[config.mk]
export PLATFORM = sky130hd
export DESIGN_NAME = cu_pipe_ctrl_flat
export DESIGN_NICKNAME = d
export VERILOG_FILES = /design/src/rtl/cu_pipe_ctrl_if.sv /design/src/rtl/cu_pipe_ctrl.sv /design/src/flat_wrapper.sv
export SDC_FILE = /design/constraint.sdc
export NUM_CORES = 1
export LEC_CHECK = 0
export CAP_MARGIN = 25
export CORE_MARGIN = 4
export CORE_UTILIZATION = 29
export CTS_BUF_LIST = sky130_fd_sc_hd__clkbuf_16
export DETAILED_ROUTE_END_ITERATION = 12
export PLACE_DENSITY = 0.78
export SETUP_SLACK_MARGIN = 0.05
export SYNTH_ARGS = -nofsm -noshare
export SYNTH_HDL_FRONTEND = slang
export SYNTH_SLANG_ARGS = --single-unit
[constraint.sdc]
create_clock -name clk -period 1.6 [get_ports clk]
set_input_delay 0.4 -clock clk [delete_from_list [all_inputs] [get_ports clk]]
set_output_delay 0.4 -clock clk [all_outputs]
set_load 0.03 [all_outputs]
[src/rtl/cu_pipe_ctrl_if.sv]
// cu_pipe_ctrl_if: instruction/bubble inputs and ID/EX/MEM control outputs of the pipeline control unit.
// WB_RF_enable exists only when CU_PIPE_WB_STAGE_EN is defined.
interface cu_pipe_ctrl_if;
    logic [31:0] instruction;
    logic        S;
    logic [3:0]  ID_opcode;
    logic        ID_AM, ID_S_enable, ID_load_instr, ID_RF_enable, ID_Size_enable;
    logic        ID_RW_enable, ID_Enable_signal, ID_BL_instr, ID_B_instr;
    logic [3:0]  EX_opcode;
    logic        EX_AM, EX_S_enable, EX_load_instr, EX_RF_enable, EX_Size_enable;
    logic        EX_RW_enable, EX_Enable_signal;
    logic        MEM_load_instr, MEM_RF_enable, MEM_Size_enable, MEM_RW_enable, MEM_Enable_signal;
`ifdef CU_PIPE_WB_STAGE_EN
    logic        WB_RF_enable;
`endif
    modport master (
        output instruction, S,
        input  ID_opcode, ID_AM, ID_S_enable, ID_load_instr, ID_RF_enable, ID_Size_enable,
               ID_RW_enable, ID_Enable_signal, ID_BL_instr, ID_B_instr,
               EX_opcode, EX_AM, EX_S_enable, EX_load_instr, EX_RF_enable, EX_Size_enable,
               EX_RW_enable, EX_Enable_signal,
               MEM_load_instr, MEM_RF_enable, MEM_Size_enable, MEM_RW_enable, MEM_Enable_signal
`ifdef CU_PIPE_WB_STAGE_EN
             , WB_RF_enable
`endif
    );
    modport slave (
        input  instruction, S,
        output ID_opcode, ID_AM, ID_S_enable, ID_load_instr, ID_RF_enable, ID_Size_enable,
               ID_RW_enable, ID_Enable_signal, ID_BL_instr, ID_B_instr,
               EX_opcode, EX_AM, EX_S_enable, EX_load_instr, EX_RF_enable, EX_Size_enable,
               EX_RW_enable, EX_Enable_signal,
               MEM_load_instr, MEM_RF_enable, MEM_Size_enable, MEM_RW_enable, MEM_Enable_signal
`ifdef CU_PIPE_WB_STAGE_EN
             , WB_RF_enable
`endif
    );
endinterface

[src/rtl/cu_pipe_ctrl.sv]
// cu_pipe_ctrl: ARM-style control decoder with bubble mux and ID/EX, EX/MEM control registers.
// Optional WB stage register for RF enable under CU_PIPE_WB_STAGE_EN.
module cu_pipe_ctrl (
    input  logic          clk,
    input  logic          R,
    cu_pipe_ctrl_if.slave bus
);
    typedef struct packed {
        logic [3:0] opcode;
        logic       am, s_en, load, rf, size, rw, en, bl, b;
    } ctrl_t;

    ctrl_t       dec, id;
    logic [31:0] ins;
    logic [10:0] ex_d, ex_q;
    logic [4:0]  mem_d, mem_q;

    assign ins = bus.instruction;

    always_comb begin
        dec = '0;
        if (ins != 32'h0) begin
            // [27:25]=000 with [7]&[4] is the multiply/extra-load space, left undecoded
            if (ins[27:26] == 2'b00 && !(ins[25] == 1'b0 && ins[7] && ins[4])) begin
                dec.opcode = ins[24:21];
                dec.s_en   = ins[20];
                dec.am     = ins[25];
                dec.rf     = ins[24:23] != 2'b10;
            end else if (ins[27:26] == 2'b01) begin
                dec.en     = 1'b1;
                dec.load   = ins[20];
                dec.rf     = ins[20];
                dec.rw     = ~ins[20];
                dec.size   = ins[22];
                dec.opcode = ins[23] ? 4'b0100 : 4'b0010;
                dec.am     = ~ins[25];
            end else if (ins[27:25] == 3'b101) begin
                dec.b      = 1'b1;
                dec.bl     = ins[24];
                dec.rf     = ins[24];
            end
        end
        id    = bus.S ? '0 : dec;
        ex_d  = id[12:2];
        mem_d = ex_q[4:0];
    end

    always_ff @(posedge clk or negedge R) begin
        if (!R) begin
            ex_q  <= '0;
            mem_q <= '0;
        end else begin
            ex_q  <= ex_d;
            mem_q <= mem_d;
        end
    end

    assign {bus.ID_opcode, bus.ID_AM, bus.ID_S_enable, bus.ID_load_instr, bus.ID_RF_enable,
            bus.ID_Size_enable, bus.ID_RW_enable, bus.ID_Enable_signal, bus.ID_BL_instr,
            bus.ID_B_instr} = id;
    assign {bus.EX_opcode, bus.EX_AM, bus.EX_S_enable, bus.EX_load_instr, bus.EX_RF_enable,
            bus.EX_Size_enable, bus.EX_RW_enable, bus.EX_Enable_signal} = ex_q;
    assign {bus.MEM_load_instr, bus.MEM_RF_enable, bus.MEM_Size_enable, bus.MEM_RW_enable,
            bus.MEM_Enable_signal} = mem_q;

`ifdef CU_PIPE_WB_STAGE_EN
    logic wb_d, wb_q;
    assign wb_d = mem_q[3];
    always_ff @(posedge clk or negedge R) begin
        if (!R) wb_q <= 1'b0;
        else    wb_q <= wb_d;
    end
    assign bus.WB_RF_enable = wb_q;
`endif
endmodule

[src/flat_wrapper.sv]
// flat-port wrapper written by rule: the top's interface ports become plain ports
module cu_pipe_ctrl_flat 
  (clk, R, bus_instruction, bus_S, bus_ID_opcode, bus_ID_AM, bus_ID_S_enable, bus_ID_load_instr, bus_ID_RF_enable, bus_ID_Size_enable, bus_ID_RW_enable, bus_ID_Enable_signal, bus_ID_BL_instr, bus_ID_B_instr, bus_EX_opcode, bus_EX_AM, bus_EX_S_enable, bus_EX_load_instr, bus_EX_RF_enable, bus_EX_Size_enable, bus_EX_RW_enable, bus_EX_Enable_signal, bus_MEM_load_instr, bus_MEM_RF_enable, bus_MEM_Size_enable, bus_MEM_RW_enable, bus_MEM_Enable_signal);
  cu_pipe_ctrl_if bus_i ();
  input  logic clk;
  input  logic R;
  input wire logic [$bits(bus_i.instruction)-1:0] bus_instruction;
  input wire logic [$bits(bus_i.S)-1:0] bus_S;
  output wire logic [$bits(bus_i.ID_opcode)-1:0] bus_ID_opcode;
  output wire logic [$bits(bus_i.ID_AM)-1:0] bus_ID_AM;
  output wire logic [$bits(bus_i.ID_S_enable)-1:0] bus_ID_S_enable;
  output wire logic [$bits(bus_i.ID_load_instr)-1:0] bus_ID_load_instr;
  output wire logic [$bits(bus_i.ID_RF_enable)-1:0] bus_ID_RF_enable;
  output wire logic [$bits(bus_i.ID_Size_enable)-1:0] bus_ID_Size_enable;
  output wire logic [$bits(bus_i.ID_RW_enable)-1:0] bus_ID_RW_enable;
  output wire logic [$bits(bus_i.ID_Enable_signal)-1:0] bus_ID_Enable_signal;
  output wire logic [$bits(bus_i.ID_BL_instr)-1:0] bus_ID_BL_instr;
  output wire logic [$bits(bus_i.ID_B_instr)-1:0] bus_ID_B_instr;
  output wire logic [$bits(bus_i.EX_opcode)-1:0] bus_EX_opcode;
  output wire logic [$bits(bus_i.EX_AM)-1:0] bus_EX_AM;
  output wire logic [$bits(bus_i.EX_S_enable)-1:0] bus_EX_S_enable;
  output wire logic [$bits(bus_i.EX_load_instr)-1:0] bus_EX_load_instr;
  output wire logic [$bits(bus_i.EX_RF_enable)-1:0] bus_EX_RF_enable;
  output wire logic [$bits(bus_i.EX_Size_enable)-1:0] bus_EX_Size_enable;
  output wire logic [$bits(bus_i.EX_RW_enable)-1:0] bus_EX_RW_enable;
  output wire logic [$bits(bus_i.EX_Enable_signal)-1:0] bus_EX_Enable_signal;
  output wire logic [$bits(bus_i.MEM_load_instr)-1:0] bus_MEM_load_instr;
  output wire logic [$bits(bus_i.MEM_RF_enable)-1:0] bus_MEM_RF_enable;
  output wire logic [$bits(bus_i.MEM_Size_enable)-1:0] bus_MEM_Size_enable;
  output wire logic [$bits(bus_i.MEM_RW_enable)-1:0] bus_MEM_RW_enable;
  output wire logic [$bits(bus_i.MEM_Enable_signal)-1:0] bus_MEM_Enable_signal;
  assign bus_i.instruction = bus_instruction;
  assign bus_i.S = bus_S;
  assign bus_ID_opcode = bus_i.ID_opcode;
  assign bus_ID_AM = bus_i.ID_AM;
  assign bus_ID_S_enable = bus_i.ID_S_enable;
  assign bus_ID_load_instr = bus_i.ID_load_instr;
  assign bus_ID_RF_enable = bus_i.ID_RF_enable;
  assign bus_ID_Size_enable = bus_i.ID_Size_enable;
  assign bus_ID_RW_enable = bus_i.ID_RW_enable;
  assign bus_ID_Enable_signal = bus_i.ID_Enable_signal;
  assign bus_ID_BL_instr = bus_i.ID_BL_instr;
  assign bus_ID_B_instr = bus_i.ID_B_instr;
  assign bus_EX_opcode = bus_i.EX_opcode;
  assign bus_EX_AM = bus_i.EX_AM;
  assign bus_EX_S_enable = bus_i.EX_S_enable;
  assign bus_EX_load_instr = bus_i.EX_load_instr;
  assign bus_EX_RF_enable = bus_i.EX_RF_enable;
  assign bus_EX_Size_enable = bus_i.EX_Size_enable;
  assign bus_EX_RW_enable = bus_i.EX_RW_enable;
  assign bus_EX_Enable_signal = bus_i.EX_Enable_signal;
  assign bus_MEM_load_instr = bus_i.MEM_load_instr;
  assign bus_MEM_RF_enable = bus_i.MEM_RF_enable;
  assign bus_MEM_Size_enable = bus_i.MEM_Size_enable;
  assign bus_MEM_RW_enable = bus_i.MEM_RW_enable;
  assign bus_MEM_Enable_signal = bus_i.MEM_Enable_signal;
  cu_pipe_ctrl u_core (.clk(clk), .R(R), .bus(bus_i));
endmodule
==> run_results.csv, run 1 <==
group,metric,value,unit
route,post_drt_via_cell_ratio,5.37,
die,die_area,3170,um^2
synthesis,synth_compound_area_share,6.11,%
synthesis,netlist_area,676,um^2
timing,fin_crit_sh,127,%
clock_tree,cts_made_buffers,3,
synthesis,synth.avg_cell_area,11.9,um^2
finish,final_util,91.0,%
clock_tree,clkTransAtPathRegs,0.05,ns
worst_setup_path,cp_max_fo,4,
route,wl_per_cell,25.8,um
synthesis,ys_warn_count,0,
pwr,p_comb_share,31.7,%
timing,hold_violations,0,
placement,io_buffers,63,
timing,fmax,491,MHz
route,ant_nets,0,
synthesis,synthAdderAreaFrac,0,%
timing,setup_violations,11,
placement,placed_area,1540,um^2
synthesis,muxShareOfSynthArea,0,%
die,start_util,30.5,%
timing,timing.final.crit_period,2.04,ns
route,vias,1014,
synthesis,synth_top_family_by_area,"simple AND/OR/NAND/NOR gates",
grt,grt_util_met3,5.52,%
finish,fillCellCount,79,
pwr,pwr-share-clk,36.6,%
synthesis,yosysUniqueCellTypes,22,
pwr,leakage,0.000993,uW
finish,antenna_cells,0,
grt,antenna_found_initial,0,
finish,area_delta_synth_final,198,%
timing,maxSlewHeadroom,77.3,%
flow_run,cap_violations,0,
timing,finClkSkew,0.00651,ns
placement,place.gp.congestion,0.730,
worst_setup_path,crit_arrival,1.64,ns
synthesis,yosysTopAreaCellShare,59.3,%
placement,dp_hpwl,2020,um
worst_setup_path,start_kind,"input port",
worst_setup_path,critPathRequiredTime,1.20,ns
grt,grt_remaining_overflow,0,
die,ioPinCount,64,
die,core,2210,um^2
synthesis,syn_nets,92,
outcome,status,"finished with violations",
worst_setup_path,crit_path_end_kind,"output pin",
clock_tree,clk_latency,0.25,ns
route,drc,0,
pwr,powerDensity,669,nW/um^2
route,first_pass_iters,4,
clock_tree,clock_path_buffers,2,
clock_tree,cts_tree,"built",
route,wl,4890,um
synthesis,yosys.area.top_type,"dfrtp_1",
pwr,switching_share,29.0,%
finish,final_common_cell,"buf_6",
grt,grt_pass1_wl,5600,um
route,dr.first_iter.drc_count,24,
outcome,violations,"negative setup slack",
synthesis,synth-xor-area-share,1.30,%
synthesis,ys_ff_latch,16,
worst_setup_path,setup.worst_path.class,"in2out",
pwr,peakVddDrop,0.000865,V
finish,post-route-cell-area,2010,um^2
clock_tree,cts_sinks,16,
grt,grt_max_degree,17,
synthesis,syn_inst,57,
grt,grt_most_used_layer,"met2",
timing,rsz0062_at_grt,"yes",
timing,worst_pin_slew,0.342,ns
grt,met1_usage,23.7,%
finish,nets,197,
clock_tree,root_buffer,"clkbuf_16",
synthesis,yosys.area_share.simple,27.8,%
clock_tree,cts_max_level,1,
placement,dp_cells,166,
hold_path,holdCritPathClass,"reg2reg",
timing,report.final.slew_viol_count,0,
finish,drive_gt1_share,73.9,%
finish,instances_no_fill,189,
die,die_height,56.3,um
pwr,power_frac_seq,31.6,%
timing,setup_slack,-0.437,ns
pwr,p_int,956,uW
synthesis,synth_seq_area_share,59.3,%
pwr,p_switching,391,uW
grt,grt_pass1_vias,1052,
finish,layout_common_cells,"buf_6 (39), buf_4 (24), dlygate4sd2_1 (16), dfrtp_1 (16), buf_2 (14)",
grt,globalRouteMet2Util,43.6,%
die,rows,17,
die,die_w,56.3,um
pwr,p_total,1350,uW
grt,grt_usage,23.3,%
synthesis,ys_top_cells_by_area,"dfrtp_1 (59%), nor4_1 (8.3%), nor3_1 (3.7%), nand3b_4 (3.0%), nand4_1 (2.8%)",
placement,post-place-ws,-1.15,ns
[what timing repair did]
item | 4_1_cts | 5_1_grt
hold buffers | 0 | 0
pin swaps | 22 | 16
setup endpoints to repair | 32 | 13
setup buffers | 11 | 10
resized for setup | 209 | 31
cloned | 0 | 0
[stage by stage]
stage | setup TNS, ns | hold slack (ns)
2_1_floorplan | -0.445 | 0.104
3_3_place_gp | -10.64 | 0.357
3_5_place_dp | -10.85 | 0.360
4_1_cts | -2.08 | 0.367
5_1_grt | -3.73 | 0.398
6_report | -3.34 | 0.387
[sequential cells by signal, indices dropped and copies added, names as in the netlist]
| name | flops |
|---|---|
| u_core.ex_q | 11 |
| u_core.mem_q | 5 |
[cells in the mapped netlist]
master    count
xnor2_1       1
clkbuf_1      1
dfrtp_1      16
buf_4         1
o21bai_2      1
nor4_2        1
inv_1         4
a221oi_1      1
o32ai_1       1
o21ai_0       1
a21boi_0      1
buf_6         1
nor4_1        9
nand3b_4      1
and2_1        2
nor3_1        5
and3_2        2
nand2_2       1
nand4_1       3
nand3_1       1
nor4b_1       1
nor2_1        2
[area by class of cell]
type | count | area, um^2 | share of cell area (%)
timing repair buffer | 103 | 947 | 47.0
multi-input combinational | 34 | 534 | 26.5
sequential | 16 | 400 | 19.9
clock buffer | 3 | 75.1 | 3.73
tap | 28 | 35.0 | 1.74
inverter | 4 | 17.5 | 0.870
clock inverter | 1 | 3.75 | 0.186
[critical path, cell delays in order]
cell and delay, ns:
buf_2 0.12, nor4_4 0.33, nand4_1 0.22, o21bai_4 0.24, buf_6 0.13, a221oi_4 0.03, buf_6 0.16
[power by group through the flow]
stage               sequential (uW)  clock, uW  combinational (uW)
detailed placement              431          0                 307
global route                    427        527                 441
floorplan                       461          0                91.3
finish                          426        494                 428
global placement                430          0                 302
CTS                             424        480                 360
[cell families (layout without fill, tap and decap cells)]
logic type             count (synthesis)  in the layout
XOR/XNOR                               1              1
flip-flops                            16             16
buffers and inverters                  7            111
AND/OR/NAND/NOR                       28             28
AO/OA/AOI/OAI                          5              5
[path summary, 6_finish.rpt]
check | end | slack [ns] | cells after the start | from
max in group asynchronous | u_core.mem_q[3] | 0.94 | 2 | R
min | u_core.mem_q[1] | 0.39 | 0 | u_core.ex_q[1]
max reg2reg | u_core.mem_q[2] | 1.09 | 0 | u_core.ex_q[2]
min reg2reg | u_core.mem_q[1] | 0.39 | 0 | u_core.ex_q[1]
min in group asynchronous | u_core.mem_q[4] | 0.48 | 2 | R
max | bus_ID_RF_enable | -0.44 | 7 | bus_instruction[15]
[per-layer routing]
metal  routed length (um)  up-vias
met4                  272        0
met2                 2520       91
met3                  469       19
met5                    0        -
met1                 1620      476
li1                     -      428
No activity file was read; power rests on OpenSTA's default activity.
==> run 2: changes to the inputs <==
CTS_CLUSTER_SIZE = 24   (was not set)
==> results of run 2 <==
No change in the layout: final DEF, timing and power equal those of run 1.
